===== src/rtl/instr_fetch_queue_pkg.sv =====
// Shared definitions for the instruction fetch queue: opcodes, default sizes
// and the fetch state encoding.
package instr_fetch_queue_pkg;

   localparam int unsigned DEF_AW    = 8;
   localparam int unsigned DEF_DEPTH = 4;

   localparam logic [5:0] OP_NOP  = 6'b000000;
   localparam logic [5:0] OP_JMP  = 6'b000010;
   localparam logic [5:0] OP_BEQ  = 6'b000100;
   localparam logic [5:0] OP_BLT  = 6'b000101;
   localparam logic [5:0] OP_BGT  = 6'b000110;
   localparam logic [5:0] OP_HALT = 6'b111111;

   typedef enum logic [1:0] {
      ST_FETCH,
      ST_STALL,
      ST_STOPPED
   } fetch_state_t;

   function automatic logic is_halt(input logic [31:0] word);
      return word[31:26] == OP_HALT;
   endfunction

endpackage


===== src/rtl/ifq_fifo.sv =====
// Synchronous DEPTH-entry FIFO holding instruction word and next-PC pairs,
// with a flush that empties it in one cycle.
module ifq_fifo #(
   parameter int unsigned DEPTH = 4
) (
   input  logic                     clk1,
   input  logic                     reset,
   input  logic                     flush,
   input  logic                     push,
   input  logic [31:0]              push_ir,
   input  logic [31:0]              push_npc,
   input  logic                     pop,
   output logic [31:0]              head_ir,
   output logic [31:0]              head_npc,
   output logic [$clog2(DEPTH):0]   count,
   output logic                     full,
   output logic                     empty
);

   localparam int unsigned PW = $clog2(DEPTH);
   localparam int unsigned CW = PW + 1;

   logic [31:0]   ir_mem  [DEPTH];
   logic [31:0]   npc_mem [DEPTH];
   logic [PW-1:0] rd_ptr;
   logic [PW-1:0] wr_ptr;
   logic          do_push;
   logic          do_pop;

   assign empty    = (count == '0);
   assign full     = (count == CW'(DEPTH));
   assign do_pop   = pop && !empty;
   // A full queue still accepts a push when the head leaves in the same cycle.
   assign do_push  = push && (!full || do_pop);
   assign head_ir  = ir_mem[rd_ptr];
   assign head_npc = npc_mem[rd_ptr];

   always_ff @(posedge clk1) begin
      if (do_push) begin
         ir_mem[wr_ptr]  <= push_ir;
         npc_mem[wr_ptr] <= push_npc;
      end
   end

   always_ff @(posedge clk1) begin
      if (reset || flush) begin
         rd_ptr <= '0;
         wr_ptr <= '0;
         count  <= '0;
      end else begin
         if (do_push) wr_ptr <= wr_ptr + PW'(1);
         if (do_pop)  rd_ptr <= rd_ptr + PW'(1);
         case ({do_push, do_pop})
            2'b10:   count <= count + CW'(1);
            2'b01:   count <= count - CW'(1);
            default: count <= count;
         endcase
      end
   end

endmodule


===== src/rtl/instr_fetch_queue.sv =====
// Instruction fetch front end: PC, one-deep in-flight tracking, fetch state
// machine, and a decode-facing queue of fetched words.
module instr_fetch_queue
   import instr_fetch_queue_pkg::*;
#(
   parameter int unsigned DEPTH = DEF_DEPTH,
   parameter int unsigned AW    = DEF_AW
) (
   input  logic          clk1,
   input  logic          reset,
   output logic          imem_req,
   output logic [AW-1:0] imem_addr,
   input  logic [31:0]   imem_rdata,
   input  logic          redirect_valid,
   input  logic [AW-1:0] redirect_pc,
   input  logic          halt,
   output logic          id_valid,
   output logic [31:0]   id_ir,
   output logic [31:0]   id_npc,
   input  logic          id_ready,
   output logic          fetch_stopped
);

   localparam int unsigned CW = $clog2(DEPTH) + 1;

   fetch_state_t  state;
   logic [AW-1:0] pc;
   logic [AW-1:0] flight_addr;
   logic [AW-1:0] resp_npc;
   logic          in_flight;
   logic [CW-1:0] count;
   logic          full;
   logic          empty;
   logic          push;
   logic          pop;
   logic          halt_push;
   logic          room;
   logic          issue;
   logic [31:0]   head_ir;
   logic [31:0]   head_npc;

   assign push      = in_flight && !redirect_valid;
   assign halt_push = push && is_halt(imem_rdata);
   assign room      = !full && ((count + CW'(in_flight)) < CW'(DEPTH));
   // A Halt word arriving this cycle already blocks the request behind it.
   assign issue     = !reset && !halt && !redirect_valid && (state != ST_STOPPED)
                      && !halt_push && room;
   assign resp_npc  = flight_addr + AW'(1);

   assign imem_req      = issue;
   assign imem_addr     = issue ? pc : '0;
   assign id_valid      = !reset && !empty;
   assign id_ir         = id_valid ? head_ir  : '0;
   assign id_npc        = id_valid ? head_npc : '0;
   assign fetch_stopped = !reset && (state == ST_STOPPED);
   assign pop           = id_valid && id_ready && !redirect_valid;

   always_ff @(posedge clk1) begin
      if (reset) begin
         pc          <= '0;
         flight_addr <= '0;
         in_flight   <= 1'b0;
         state       <= ST_FETCH;
      end else if (redirect_valid) begin
         pc        <= redirect_pc;
         in_flight <= 1'b0;
         state     <= ST_FETCH;
      end else begin
         in_flight <= issue;
         if (issue) begin
            pc          <= pc + AW'(1);
            flight_addr <= pc;
         end
         if (halt_push || state == ST_STOPPED) state <= ST_STOPPED;
         else if (halt || !room)               state <= ST_STALL;
         else                                  state <= ST_FETCH;
      end
   end

   ifq_fifo #(
      .DEPTH (DEPTH)
   ) u_fifo (
      .clk1     (clk1),
      .reset    (reset),
      .flush    (redirect_valid),
      .push     (push),
      .push_ir  (imem_rdata),
      .push_npc (32'(resp_npc)),
      .pop      (pop),
      .head_ir  (head_ir),
      .head_npc (head_npc),
      .count    (count),
      .full     (full),
      .empty    (empty)
   );

endmodule


===== config.mk =====
export PLATFORM = sky130hd
export DESIGN_NAME = instr_fetch_queue
export DESIGN_NICKNAME = d
export VERILOG_FILES = /design/src/rtl/instr_fetch_queue_pkg.sv /design/src/rtl/ifq_fifo.sv /design/src/rtl/instr_fetch_queue.sv
export SDC_FILE = /design/constraint.sdc
export NUM_CORES = 1
export LEC_CHECK = 0
export BUFFER_PORTS_ARGS = -buffer_cell sky130_fd_sc_hd__buf_2
export CAP_MARGIN = 20
export CORE_MARGIN = 3
export CORE_UTILIZATION = 46
export CTS_CLUSTER_SIZE = 20
export DETAILED_ROUTE_END_ITERATION = 10
export PLACE_DENSITY = 0.67
export SYNTH_ARGS = -nofsm -noshare
export SYNTH_HDL_FRONTEND = slang
export SYNTH_SLANG_ARGS = --single-unit

===== constraint.sdc =====
create_clock -name clk1 -period 3.9 [get_ports clk1]
set_clock_uncertainty 0.15 [all_clocks]
set_input_delay 0.195 -clock clk1 [delete_from_list [all_inputs] [get_ports clk1]]
set_output_delay 0.195 -clock clk1 [all_outputs]
set_load 0.02 [all_outputs]

==> results.yml <==
clock_tree:
  htreeDepth: 4
  numCtsBuffers: 17
  cts_tree: "yes"
  cts.sinks: 188
  cts_max_path_buffers: 2
  ctsHoldBuffers: 40
  clk_pin_slew_ns: 0.06
  post_cts_buffers: 0
  cts-resized-gates: 0
  clk_latency_ns: 0.42
  clk_root_buffer_cell: "clkbuf_16"
worst_setup_path:
  critPathBufInv: 1
  critical-path-max-stage-delay_ns: 0.89
  worstSetupStartpointType: "flip-flop"
  required_ns: 3.56
  endpoint_kind: "output pin"
  path_max_fanout: 40
  crit_type: "flip-flop to output pin"
  worstPathArrival_ns: 2.30
  cp_slowest_cell: "dfxtp_4"
  path_cells: "mux4_2, nor2b_1, buf_2"
  critPathTopFamily: "flip-flops"
timing:
  rsz0062_at_grt: "no"
  drv_slew: 0
  hold_slack_ns: 0.0490
  max_freq_mhz: 378
  finalHoldViolCount: 0
  relSlewSlack: 0.387
  worst_pin_slew_ns: 0.919
  min_period_ns: 2.65
  setup-violations-final: 0
  period_share: 0.679
  setup_tns_ns: 0
global_route:
  track_usage: 0.163
  antenna_found_initial: 1
  grt_first_pass_wirelength_microns: 22900
  grt_overflow_total: 0
  grt_max_degree: 42
  grt_pass1_vias: 4370
flow_run:
  drv_cap: 0
yosys:
  yosys.cell_types.count: 43
  synth_edf_count: 160
  ys.flop_type: "edfxtp_1"
  syn_area_sq_um: 7740
  synth_warnings: 0
  async_reset_ff_frac: 0
  yosysSeqAreaShare: 0.693
  synth_cells: 462
  synth-seq-cells: 188
  syn_avg_cell_area_sq_um: 16.7
placed_design:
  gp_congestion: 0.830
  port_buffers: 95
  dp.cells: 755
  dp_hpwl_microns: 8840
die:
  core_area_sq_um: 16200
  num_rows: 46
  dieWidth_microns: 136
  die_area_sq_um: 18400
  die_h_microns: 136
  io_pins: 120
  start_util: 0.478
routing:
  drc: 0
  final_antenna_net_count: 0
  routed_via_density: 5.12
  drtPass1Iterations: 4
  vias: 4242
  avgRoutedWirePerCell_microns: 17.4
  routed_wl_microns: 14500
  dr.first_iter.drc_count: 229
final_layout:
  nets: 652
  syn2layout_area_growth_pct: 20.6
  instances_no_fill: 829
  drive_gt1_frac: 0.301
pwr:
  total_power_mw: 3.96
  peakVddDrop_v: 0.000329
  powerDensity_nw_per_um2: 424
  p_leak_nw: 3.24
run_status:
  status: "finished clean"
hold_path:
  hold_class: "input port to flip-flop"
-- layout make-up --
| type | count | area [sq um] |
|---|---|---|
| fill | 1254 | 6840 |
| inverter | 21 | 78.8 |
| timing repair buffer | 140 | 933 |
| tap | 216 | 270 |
| clock inverter | 13 | 121 |
| antenna | 1 | 2.50 |
| sequential | 188 | 5370 |
| clock buffer | 19 | 433 |
| multi-input combinational | 231 | 2120 |
-- per-stage QoR --
step	instance area (sq um)	setup WS [ns]	util
after global placement	8350	1.47	0.516
after detailed placement	8350	1.33	0.516
after global routing	9330	1.03	0.577
final	9330	1.25	0.577
after CTS	9300	1.14	0.575
after floorplan	7820	1.50	-
-- path summary, 6_finish.rpt --
path	from	to	slack, ns	depth (start not counted)
max	flip-flop	id_npc[7]	1.25	3
min	reset	flight_addr[5]$_SDFFE_PP0P_	0.05	2
max reg2reg	u_fifo.count[2]$_SDFFE_PP0P_	u_fifo.count[2]$_SDFFE_PP0P_	1.58	8
min reg2reg	flight_addr[7]$_SDFFE_PP0P_	flight_addr[7]$_SDFFE_PP0P_	0.35	2
-- report_power, final --
part | total, mW | leakage [nW] | internal (mW) | switching [mW]
registers | 2.20 | 1.62 | 2.19 | 0.0122
logic | 0.161 | 1.36 | 0.0692 | 0.0918
clock network | 1.59 | 0.257 | 0.882 | 0.713
total | 3.96 | 3.24 | 3.14 | 0.817
-- registers in the layout, summed over array words and instances (netlist names), named ones only --
register        count
flight_addr         8
in_flight           1
state               2
u_fifo.rd_ptr       2
u_fifo.npc_mem     32
u_fifo.count        3
u_fifo.ir_mem     128
pc                  8
u_fifo.wr_ptr       2
-- kinds of logic (layout without fill, tap and decap cells) --
logic type	Yosys count	in the layout	share of synthesized area
AOI/OAI and AO/OA	43	43	0.0403
xor gates and xnor gates	11	11	0.0125
adders and majority gates	8	8	0.0139
buffers and inverters	66	193	0.0446
DFF	188	188	0.693
muxes	41	41	0.118
other	1	25	0.000485
and+or+nand+nor	104	104	0.0771
-- synthesized netlist by cell type (2+ instances only) --
| master | count | area (sq um) |
|---|---|---|
| xor2_1 | 5 | 43.8 |
| a41oi_2 | 2 | 32.5 |
| or4_1 | 3 | 22.5 |
| nor2b_1 | 43 | 269 |
| inv_2 | 2 | 7.51 |
| or3_1 | 3 | 18.8 |
| nand3_1 | 11 | 55.1 |
| xnor2_1 | 6 | 52.6 |
| o21ai_0 | 10 | 50.1 |
| nand4_1 | 4 | 25.0 |
| nor3b_1 | 2 | 15.0 |
| a2111oi_2 | 2 | 30.0 |
| and4_1 | 2 | 17.5 |
| o21ai_1 | 4 | 20.0 |
| inv_1 | 19 | 71.3 |
| and2_1 | 5 | 31.3 |
| o311ai_0 | 2 | 17.5 |
| clkbuf_1 | 9 | 33.8 |
| ha_1 | 7 | 87.6 |
| nor2_1 | 13 | 48.8 |
| a211oi_1 | 2 | 15.0 |
| dfxtp_1 | 28 | 561 |
| nand2_1 | 10 | 37.5 |
| o311ai_1 | 4 | 35.0 |
| a221o_1 | 3 | 30.0 |
| nand2b_1 | 4 | 25.0 |
| edfxtp_1 | 160 | 4800 |
| buf_4 | 24 | 180 |
| buf_2 | 6 | 30.0 |
| mux4_2 | 40 | 901 |
| a21oi_1 | 10 | 50.1 |
| buf_1 | 6 | 22.5 |
-- metal layers --
| layer | GRT usage | vias to the layer above | share of wire |
|---|---|---|---|
| met3 | 0.0420 | 20 | 0.060 |
| li1 | - | 1994 | - |
| met1 | 0.215 | 2105 | 0.43 |
| met4 | 0.0526 | 0 | 0.015 |
| met5 | 0 | - | 0 |
| met2 | 0.267 | 123 | 0.50 |
-- placed cells by master, fill, tap and decap left out, types with 6 or more instances in the layout --
cell type	instances
edfxtp_1	160
buf_2	95
nor2b_1	43
mux4_2	40
dlygate4sd3_1	40
dfxtp_1	26
conb_1	24
inv_1	19
clkbuf_16	17
nor2_1	13
nand3_1	11
nand2_1	10
o21ai_0	10
a21oi_1	10
ha_1	7
xnor2_1	6
Note: power is estimated with default switching activity, not from simulation.
